[src/rtl/crc32_gen_check_if.sv]
// Host-side bundle for the CRC-32 generator/checker: message, polynomial,
// start requests and both engines' results.
interface crc32_gen_check_if #(parameter int WIDTH = 32);
  logic [WIDTH-1:0] data;
  logic [32:0]      polynom_i;
  logic             rd;
  logic             rd_pro;
  logic [31:0]      CRC;
  logic [31:0]      CRC_pro;
  logic             OK;
  logic             out_ready_CRC;
  logic             out_ready_PRO;

  modport master (
    output data, polynom_i, rd, rd_pro,
    input  CRC, CRC_pro, OK, out_ready_CRC, out_ready_PRO
  );

  modport slave (
    input  data, polynom_i, rd, rd_pro,
    output CRC, CRC_pro, OK, out_ready_CRC, out_ready_PRO
  );
endinterface

[src/rtl/crc32_gen_check_top.sv]
// CRC-32 generator and checker built from two bit-serial polynomial dividers
// (init 0, no reflection, no final XOR) that run independently on latched operands.

module crc32_serial_engine #(
  parameter int LEN   = 32,
  parameter int CNT_W = 7
) (
  input  logic           clk,
  input  logic           rst,
  input  logic           start,
  input  logic [LEN-1:0] msg,
  input  logic [31:0]    poly,
  output logic           busy,
  output logic           done,
  output logic [31:0]    rem
);
  typedef enum logic {S_IDLE, S_RUN} state_t;

  state_t           state_reg, state_next;
  logic [LEN-1:0]   msg_reg;
  logic [31:0]      poly_reg;
  logic [31:0]      r_reg;
  logic [31:0]      r_step;
  logic [CNT_W-1:0] cnt_reg;
  logic             fb;
  logic             last_shift;

  // msg_reg shifts left so the bit being consumed is always its MSB.
  assign fb         = r_reg[31] ^ msg_reg[LEN-1];
  assign r_step     = {r_reg[30:0], 1'b0} ^ (fb ? poly_reg : 32'h0);
  assign last_shift = (cnt_reg == CNT_W'(LEN - 1));
  assign busy       = (state_reg == S_RUN);
  assign rem        = r_step;

  always_comb begin
    state_next = state_reg;
    done       = 1'b0;
    case (state_reg)
      S_IDLE: if (start) state_next = S_RUN;
      S_RUN: begin
        if (last_shift) begin
          state_next = S_IDLE;
          done       = 1'b1;
        end
      end
      default: state_next = S_IDLE;
    endcase
  end

  always_ff @(posedge clk or posedge rst) begin
    if (rst) state_reg <= S_IDLE;
    else     state_reg <= state_next;
  end

  always_ff @(posedge clk or posedge rst) begin
    if (rst) begin
      msg_reg  <= '0;
      poly_reg <= '0;
      r_reg    <= '0;
      cnt_reg  <= '0;
    end else if (state_reg == S_IDLE) begin
      if (start) begin
        msg_reg  <= msg;
        poly_reg <= poly;
        r_reg    <= '0;
        cnt_reg  <= '0;
      end
    end else begin
      msg_reg <= msg_reg << 1;
      r_reg   <= r_step;
      cnt_reg <= cnt_reg + 1'b1;
    end
  end
endmodule

module crc32_gen_check_top #(
  parameter int WIDTH = 32
) (
  input  logic             clk,
  input  logic             rst,
  crc32_gen_check_if.slave bus
);
  localparam int CNT_W = $clog2(WIDTH + 33);

  logic             rd_prev_reg;
  logic             rd_pro_prev_reg;
  logic             gen_busy, gen_done, gen_start;
  logic             chk_busy, chk_done, chk_start;
  logic [31:0]      gen_rem, chk_rem;
  logic [31:0]      crc_reg;
  logic [31:0]      crc_pro_reg;
  logic             ok_reg;
  logic             ready_crc_reg;
  logic             ready_pro_reg;
  logic             unused_poly_msb;

  // The x^32 term is implicit in the shift structure.
  assign unused_poly_msb = bus.polynom_i[32];

  assign gen_start = bus.rd     & ~rd_prev_reg     & ~gen_busy;
  assign chk_start = bus.rd_pro & ~rd_pro_prev_reg & ~chk_busy;

  always_ff @(posedge clk or posedge rst) begin
    if (rst) begin
      rd_prev_reg     <= 1'b0;
      rd_pro_prev_reg <= 1'b0;
    end else begin
      rd_prev_reg     <= bus.rd;
      rd_pro_prev_reg <= bus.rd_pro;
    end
  end

  crc32_serial_engine #(.LEN(WIDTH), .CNT_W(CNT_W)) u_gen (
    .clk   (clk),
    .rst   (rst),
    .start (gen_start),
    .msg   (bus.data),
    .poly  (bus.polynom_i[31:0]),
    .busy  (gen_busy),
    .done  (gen_done),
    .rem   (gen_rem)
  );

  // The checker latches whatever CRC is registered now, even if a new
  // generation is in flight.
  crc32_serial_engine #(.LEN(WIDTH + 32), .CNT_W(CNT_W)) u_chk (
    .clk   (clk),
    .rst   (rst),
    .start (chk_start),
    .msg   ({bus.data, crc_reg}),
    .poly  (bus.polynom_i[31:0]),
    .busy  (chk_busy),
    .done  (chk_done),
    .rem   (chk_rem)
  );

  always_ff @(posedge clk or posedge rst) begin
    if (rst) begin
      crc_reg       <= '0;
      ready_crc_reg <= 1'b0;
    end else if (gen_start) begin
      ready_crc_reg <= 1'b0;
    end else if (gen_done) begin
      crc_reg       <= gen_rem;
      ready_crc_reg <= 1'b1;
    end
  end

  always_ff @(posedge clk or posedge rst) begin
    if (rst) begin
      crc_pro_reg   <= '0;
      ok_reg        <= 1'b0;
      ready_pro_reg <= 1'b0;
    end else if (chk_start) begin
      crc_pro_reg   <= '0;
      ok_reg        <= 1'b0;
      ready_pro_reg <= 1'b0;
    end else if (chk_done) begin
      crc_pro_reg   <= chk_rem;
      ok_reg        <= (chk_rem == 32'h0);
      ready_pro_reg <= 1'b1;
    end
  end

  assign bus.CRC           = crc_reg;
  assign bus.CRC_pro       = crc_pro_reg;
  assign bus.OK            = ok_reg;
  assign bus.out_ready_CRC = ready_crc_reg;
  assign bus.out_ready_PRO = ready_pro_reg;
endmodule

[src/flat_wrapper.sv]
// flat-port wrapper written by rule: the top's interface ports become plain ports
module crc32_gen_check_top_flat 
#(
  parameter int WIDTH = 32
)
  (clk, rst, bus_data, bus_polynom_i, bus_rd, bus_rd_pro, bus_CRC, bus_CRC_pro, bus_OK, bus_out_ready_CRC, bus_out_ready_PRO);
  crc32_gen_check_if #(.WIDTH(WIDTH)) bus_i ();
  input  logic clk;
  input  logic rst;
  input wire logic [$bits(bus_i.data)-1:0] bus_data;
  input wire logic [$bits(bus_i.polynom_i)-1:0] bus_polynom_i;
  input wire logic [$bits(bus_i.rd)-1:0] bus_rd;
  input wire logic [$bits(bus_i.rd_pro)-1:0] bus_rd_pro;
  output wire logic [$bits(bus_i.CRC)-1:0] bus_CRC;
  output wire logic [$bits(bus_i.CRC_pro)-1:0] bus_CRC_pro;
  output wire logic [$bits(bus_i.OK)-1:0] bus_OK;
  output wire logic [$bits(bus_i.out_ready_CRC)-1:0] bus_out_ready_CRC;
  output wire logic [$bits(bus_i.out_ready_PRO)-1:0] bus_out_ready_PRO;
  assign bus_i.data = bus_data;
  assign bus_i.polynom_i = bus_polynom_i;
  assign bus_i.rd = bus_rd;
  assign bus_i.rd_pro = bus_rd_pro;
  assign bus_CRC = bus_i.CRC;
  assign bus_CRC_pro = bus_i.CRC_pro;
  assign bus_OK = bus_i.OK;
  assign bus_out_ready_CRC = bus_i.out_ready_CRC;
  assign bus_out_ready_PRO = bus_i.out_ready_PRO;
  crc32_gen_check_top #(.WIDTH(WIDTH)) u_core (.clk(clk), .rst(rst), .bus(bus_i));
endmodule
[config.mk]
export PLATFORM = sky130hd
export DESIGN_NAME = crc32_gen_check_top_flat
export DESIGN_NICKNAME = d
export VERILOG_FILES = /design/src/rtl/crc32_gen_check_if.sv /design/src/rtl/crc32_gen_check_top.sv /design/src/flat_wrapper.sv
export SDC_FILE = /design/constraint.sdc
export NUM_CORES = 1
export LEC_CHECK = 0
export CAP_MARGIN = 5
export CORE_MARGIN = 2
export CORE_UTILIZATION = 48
export DETAILED_ROUTE_END_ITERATION = 16
export PLACE_DENSITY = 0.71
export SETUP_SLACK_MARGIN = 0.5
export SYNTH_ARGS = -nofsm -noshare
export SYNTH_HDL_FRONTEND = slang
export SYNTH_SLANG_ARGS = --single-unit
[constraint.sdc]
create_clock -name clk -period 25.6 [get_ports clk]
set_clock_uncertainty 0.05 [all_clocks]
set_input_delay 5.12 -clock clk [delete_from_list [all_inputs] [get_ports clk]]
set_output_delay 5.12 -clock clk [all_outputs]
set_load 0.05 [all_outputs]
=== Word-level counts from Yosys, hierarchy flattened ===
Cells that the tools add are included.

* Add/subtract/negate cells: 2
* Equal/unequal tests: 2
* Muxes and demuxes: 32
* Bitwise operators: 13
* Reduce and logical (&&, ||, !) cells: 8

{| class="wikitable"
|+ Operators with widths
! operator !! count
|-
| 32-bit 2-to-1 mux || 10
|-
| 64-bit 2-to-1 mux || 2
|-
| 32-bit XOR || 2
|-
| 32-bit zero test || 1
|-
| 7-bit 2-to-1 mux || 4
|-
| 7-bit by 1-bit adder with 7-bit output, second input constant || 2
|-
| 1-bit 2-to-1 mux || 14
|-
| 2-bit nonzero test || 4
|-
| 7-bit by 5-bit equality test with 1-bit output, second input constant || 1
|-
| 7-bit by 6-bit equality test with 1-bit output, second input constant || 1
|-
| 2-bit AND reduction || 3
|-
| 1-bit inverter || 5
|-
| 1-bit AND || 4
|-
| 1-bit case mux with 2 select lines || 2
|-
| 1-bit XOR || 2
|}

* Bits in registers: 309
* Bits of input ports: 69

=== Depth between registers and ports, before layout ===
* Word-level depth: 6
* Depth in mapped cells: 8

=== Modules after synthesis ===
From an unflattened synthesis, not the netlist that was laid out.

* Cells, all modules: 1522
* Area, all modules: 15242.1 µm²

{| class="wikitable"
|+ By module, submodules not included
! module !! times used !! cells an instance !! area an instance (µm²)
|-
| crc32_serial_engine (u_core.u_chk) || 1 || 731 || 6939.2
|-
| crc32_serial_engine (u_core.u_gen) || 1 || 593 || 5410.2
|-
| crc32_gen_check_top || 1 || 198 || 2892.8
|}

=== Least setup slack after synthesis ===
Ideal clock, no wire load.

* Path kind: input to register
* Start point: input port bus_rd_pro
* End point: register u_core.u_chk.poly_reg[0]
* Setup time: 0.117 ns
* Arrival: 6.095 ns
* Required time: 25.433 ns
* Slack: 19.338 ns
* Cell stages on the path: 6
* Cell sequence: nor2b_1 -> nand2_1 -> clkbuf_1 -> buf_1 -> nand2_1 -> nand2_1

* Word-level cells in the longest chain between the ends: 3

{| class="wikitable"
|+ Ends and longest elaborated chain
! element !! RTL line !! RTL
|-
| start, declared || flat_wrapper.sv:13 || <nowiki>input wire logic [$bits(bus_i.rd_pro)-1:0] bus_rd_pro;</nowiki>
|-
| 1-bit AND (2 in a row) || crc32_gen_check_top.sv:101 || <nowiki>assign chk_start = bus.rd_pro & ~rd_pro_prev_reg & ~chk_busy;</nowiki>
|-
| 2-bit AND reduction (no line) || n/a ||
|-
| end signal, assigned || crc32_gen_check_top.sv:64 || <nowiki>poly_reg <= poly;</nowiki>
|-
| end, declared || crc32_gen_check_top.sv:21 || <nowiki>logic [31:0] poly_reg;</nowiki>
|}

Every way passes these cells.
A chain may end at the register's enable or synchronous reset.

=== Worst setup path after layout ===
* Start point: input port bus_rd_pro
* End point: register u_core.u_chk.msg_reg[53]

* Word-level cells in the longest chain between the ends: 3

{| class="wikitable"
|+ Ends and longest elaborated chain
! element !! RTL line !! RTL
|-
| 1-bit AND (2 in a row) || crc32_gen_check_top.sv:101 ||
|-
| 2-bit nonzero test (no line) || n/a ||
|-
| end signal, assigned || crc32_gen_check_top.sv:63 || <nowiki>msg_reg <= msg;</nowiki>
|-
| end signal, assigned || crc32_gen_check_top.sv:69 || <nowiki>msg_reg <= msg_reg << 1;</nowiki>
|-
| end, declared || crc32_gen_check_top.sv:20 || <nowiki>logic [LEN-1:0] msg_reg;</nowiki>
|}

Every way passes these cells.

==> parameters.txt <==
Parameter                              Value

Synth
  Yosys warning count    0
  Mapped Area    approximately 14000 um2
  Number of flops mapped to enable cells by yosys    0
  Async SR Flop Fraction    1.00
  Number of instances in the synthesized netlist    approximately 1400
  Flip-flop cell with the highest count after synthesis    sky130_fd_sc_hd__dfrtp_1
  Post-Syn Area per Cell    slightly above 10 um2
  Sequential-to-total area share from yosys stat    0.558
  Post-synthesis cell type with the largest combined area    sky130_fd_sc_hd__dfrtp_1
  Count of distinct cell types in the synthesized netlist    34
  Portion of synthesized cell area occupied by the leading cell type    0.558
  Largest cells by area after synthesis    sky130_fd_sc_hd__dfrtp_1 (56%), sky130_fd_sc_hd__nand2_1 (9.1%), sky130_fd_sc_hd__mux2i_1 (8.3%)
  Net count after synthesis    1438
  Number of storage elements in the synthesis netlist    ~310

Setup path
  Worst reg-to-reg setup slack    ~23 ns
  Category of the worst setup path launch point    input port
  CP max FO    50
  Worst path required time    25.90 ns
  Critical Path Sink Type    register
  CP Data Arrival Time    about 7.4 ns
  Delay of the slowest cell on the worst path    about 0.79 ns
  Slowest cell on crit path    sky130_fd_sc_hd__buf_4
  Setup Crit Path Kind    input port to register
  Critical Path, Cell by Cell    clkdlybuf4s50_1 -> nand2b_4 -> buf_4 -> mux2i_1 -> o21ai_0

Routing
  Number of vias in the routed layout    roughly 10000
  Iteration count of the initial detailed-routing pass    5
  Final routed wire length divided by cell count    about 16 um
  Detailed-route DRC error count    0
  DRC marker count from the first detailed-route iteration    between 600 and 700
  Post-DRT Antenna Nets    0
  Via density per instance    around 5.3
  Wire length after detailed routing    30.8 mm

Clock tree
  Root buf cell    sky130_fd_sc_hd__clkbuf_16
  Number of H-tree levels    2
  Post-CTS Setup Inserts    0
  Clock tree from TritonCTS    yes
  Clock Latency Late Sink    around 0.51 ns
  Worst-case clock buffer depth    3
  Cts-stage hold buffer count    0
  Number of sinks handled by clock tree synthesis    slightly above 300
  Register clock-pin slew on the reported worst setup and hold paths    about 0.06 ns
  TritonCTS buffer count    35
  CTS-repair resized insts    0

Finish
  Leading cell type in the layout, fill and taps excluded    sky130_fd_sc_hd__nand2_1
  Max FFs per register    64
  Signed area change from the synthesized netlist to the final layout    20.3%
  Layout fillers    ~2500
  Final Net Count    1532
  Most used cells in the layout excluding fill and tap cells    sky130_fd_sc_hd__nand2_1 (336), sky130_fd_sc_hd__dfrtp_1 (307), sky130_fd_sc_hd__o21ai_0 (198)
  Utilization after layout    0.584
  Share of final-layout standard cells stronger than drive strength 1    0.0842

Global route
  Maximum number of pins on one net before global-route repair    196
  Global-route wire length before repair    51.3 mm
  Initial antenna violation count    3
  Leftover overflow at the end of global routing    0
  GRT Resource Usage Total    0.207
  Number of global-route vias before repair    ~9900

STA
  Fin. Hold Viols    0
  Final hold slack    between 0.4 and 0.5 ns
  Relative slew slack    0.280
  Actual transition at the worst max-transition pin    around 1.1 ns
  Maximum clock frequency    about 140 MHz
  Post-layout minimum cycle time    between 7 and 8 ns
  Final critical-path share of the clock period    0.277
  Endpoints failing setup    0
  Number of slew-limit violations in the final report    0
  Total negative slack    0 ns
  PnR worst setup slack    ~19 ns
  RSZ-0062 raised after global routing    false

Outcome
  Outcome    finished clean

Floorplanning
  Full die area    between 30000 and 40000 um2
  Die H    about 170 um
  Starting density of the core    0.486
  Boundary pin count    136
  Placeable core region    between 20000 and 30000 um2
  Die Wd    174 um
  Rows    62

Pwr
  Total leakage power    7.61 nW
  Total power per unit cell area    130 nW/um2
  Maximum resistive drop on vdd    roughly 0.066 mV

Placement
  Place WS    around 18 ns
  Count of input and output buffers    134
  DP HPWL    between 20 and 25 mm
  Gp weighted congestion    between 0.7 and 0.8

Worst hold path
  Hold crit path type    register to register

Job
  Max cap viols    0
[synth_stat cells, types with 20 or more instances]
library cell               instances
sky130_fd_sc_hd__nand2_1         337
sky130_fd_sc_hd__nand3_1          72
sky130_fd_sc_hd__buf_2            20
sky130_fd_sc_hd__xnor2_1          28
sky130_fd_sc_hd__clkbuf_1         63
sky130_fd_sc_hd__nor2_1           35
sky130_fd_sc_hd__o21ai_0         198
sky130_fd_sc_hd__mux2_2           44
sky130_fd_sc_hd__xor2_1           54
sky130_fd_sc_hd__dfrtp_1         309
sky130_fd_sc_hd__mux2i_1         115
[metrics by stage]
stage / total power [W] / std cells / area (um2)
floorplan: 0.00141 / 1367 / 13900
finish: 0.00217 / 1871 / 16700
CTS: 0.00219 / 1868 / 16700
global placement: 0.00163 / 1808 / 15500
global route: 0.00231 / 1868 / 16700
detailed placement: 0.00166 / 1808 / 15500
[area by class of cell]
class	count	area [um2]	area share
Sequential cell	309	7740	0.464
Antenna cell	3	7.51	0.000450
Clock inverter	15	208	0.0125
Timing Repair Buffer	147	1450	0.0871
Tap cell	384	480	0.0288
Multi-Input combinational cell	964	5790	0.347
Inverter	4	22.5	0.00135
Clock buffer	45	973	0.0584
[worst max-delay path, delay by kind of cell]
family,cells,cell delay [ns]
buf+inv,2,1.27
simple gates,1,0.57
mux,1,0.27
compound gates,1,0.11
[path summary, 6_finish.rpt]
kind,start,endpoint,cells after the start
worst max-delay path,bus_rd_pro,u_core.u_chk.msg_reg[53],5
worst min-delay path,u_core.u_gen.msg_reg[29],u_core.u_gen.msg_reg[30],2
worst max register to register,u_core.u_chk.busy,u_core.bus.OK,6
worst min register to register,u_core.u_gen.msg_reg[29],u_core.u_gen.msg_reg[30],2
max in group asynchronous,rst,u_core.u_chk.busy,3
min in group asynchronous,rst,u_core.u_gen.msg_reg[23],2
[routing by layer]
layer	up-vias	GRT usage	share of wire
met4	4	0.0518	0.021
li1	4840	-	-
met2	212	0.341	0.47
met1	4880	0.277	0.44
met5	-	0	0.0011
met3	47	0.0514	0.060
[cells by family after synthesis]
logic type	Yosys count	synth area share
AOI/OAI and AO/OA	243	0.0949
buffers and inverters	94	0.0278
adders and majority gates	2	0.00181
DFF	309	0.558
muxes	159	0.119
xor gates and xnor gates	83	0.0530
and+or+nand+nor	477	0.146
[power by group]
group / switching, W / total (W) / internal [W]
Sequential: 0.000181 / 0.000865 / 0.000684
Combinational: 0.000471 / 0.000789 / 0.000318
Clock: 0.000195 / 0.000514 / 0.000319
Total: 0.000847 / 0.00217 / 0.00132
(Power assumes the default switching activity.)
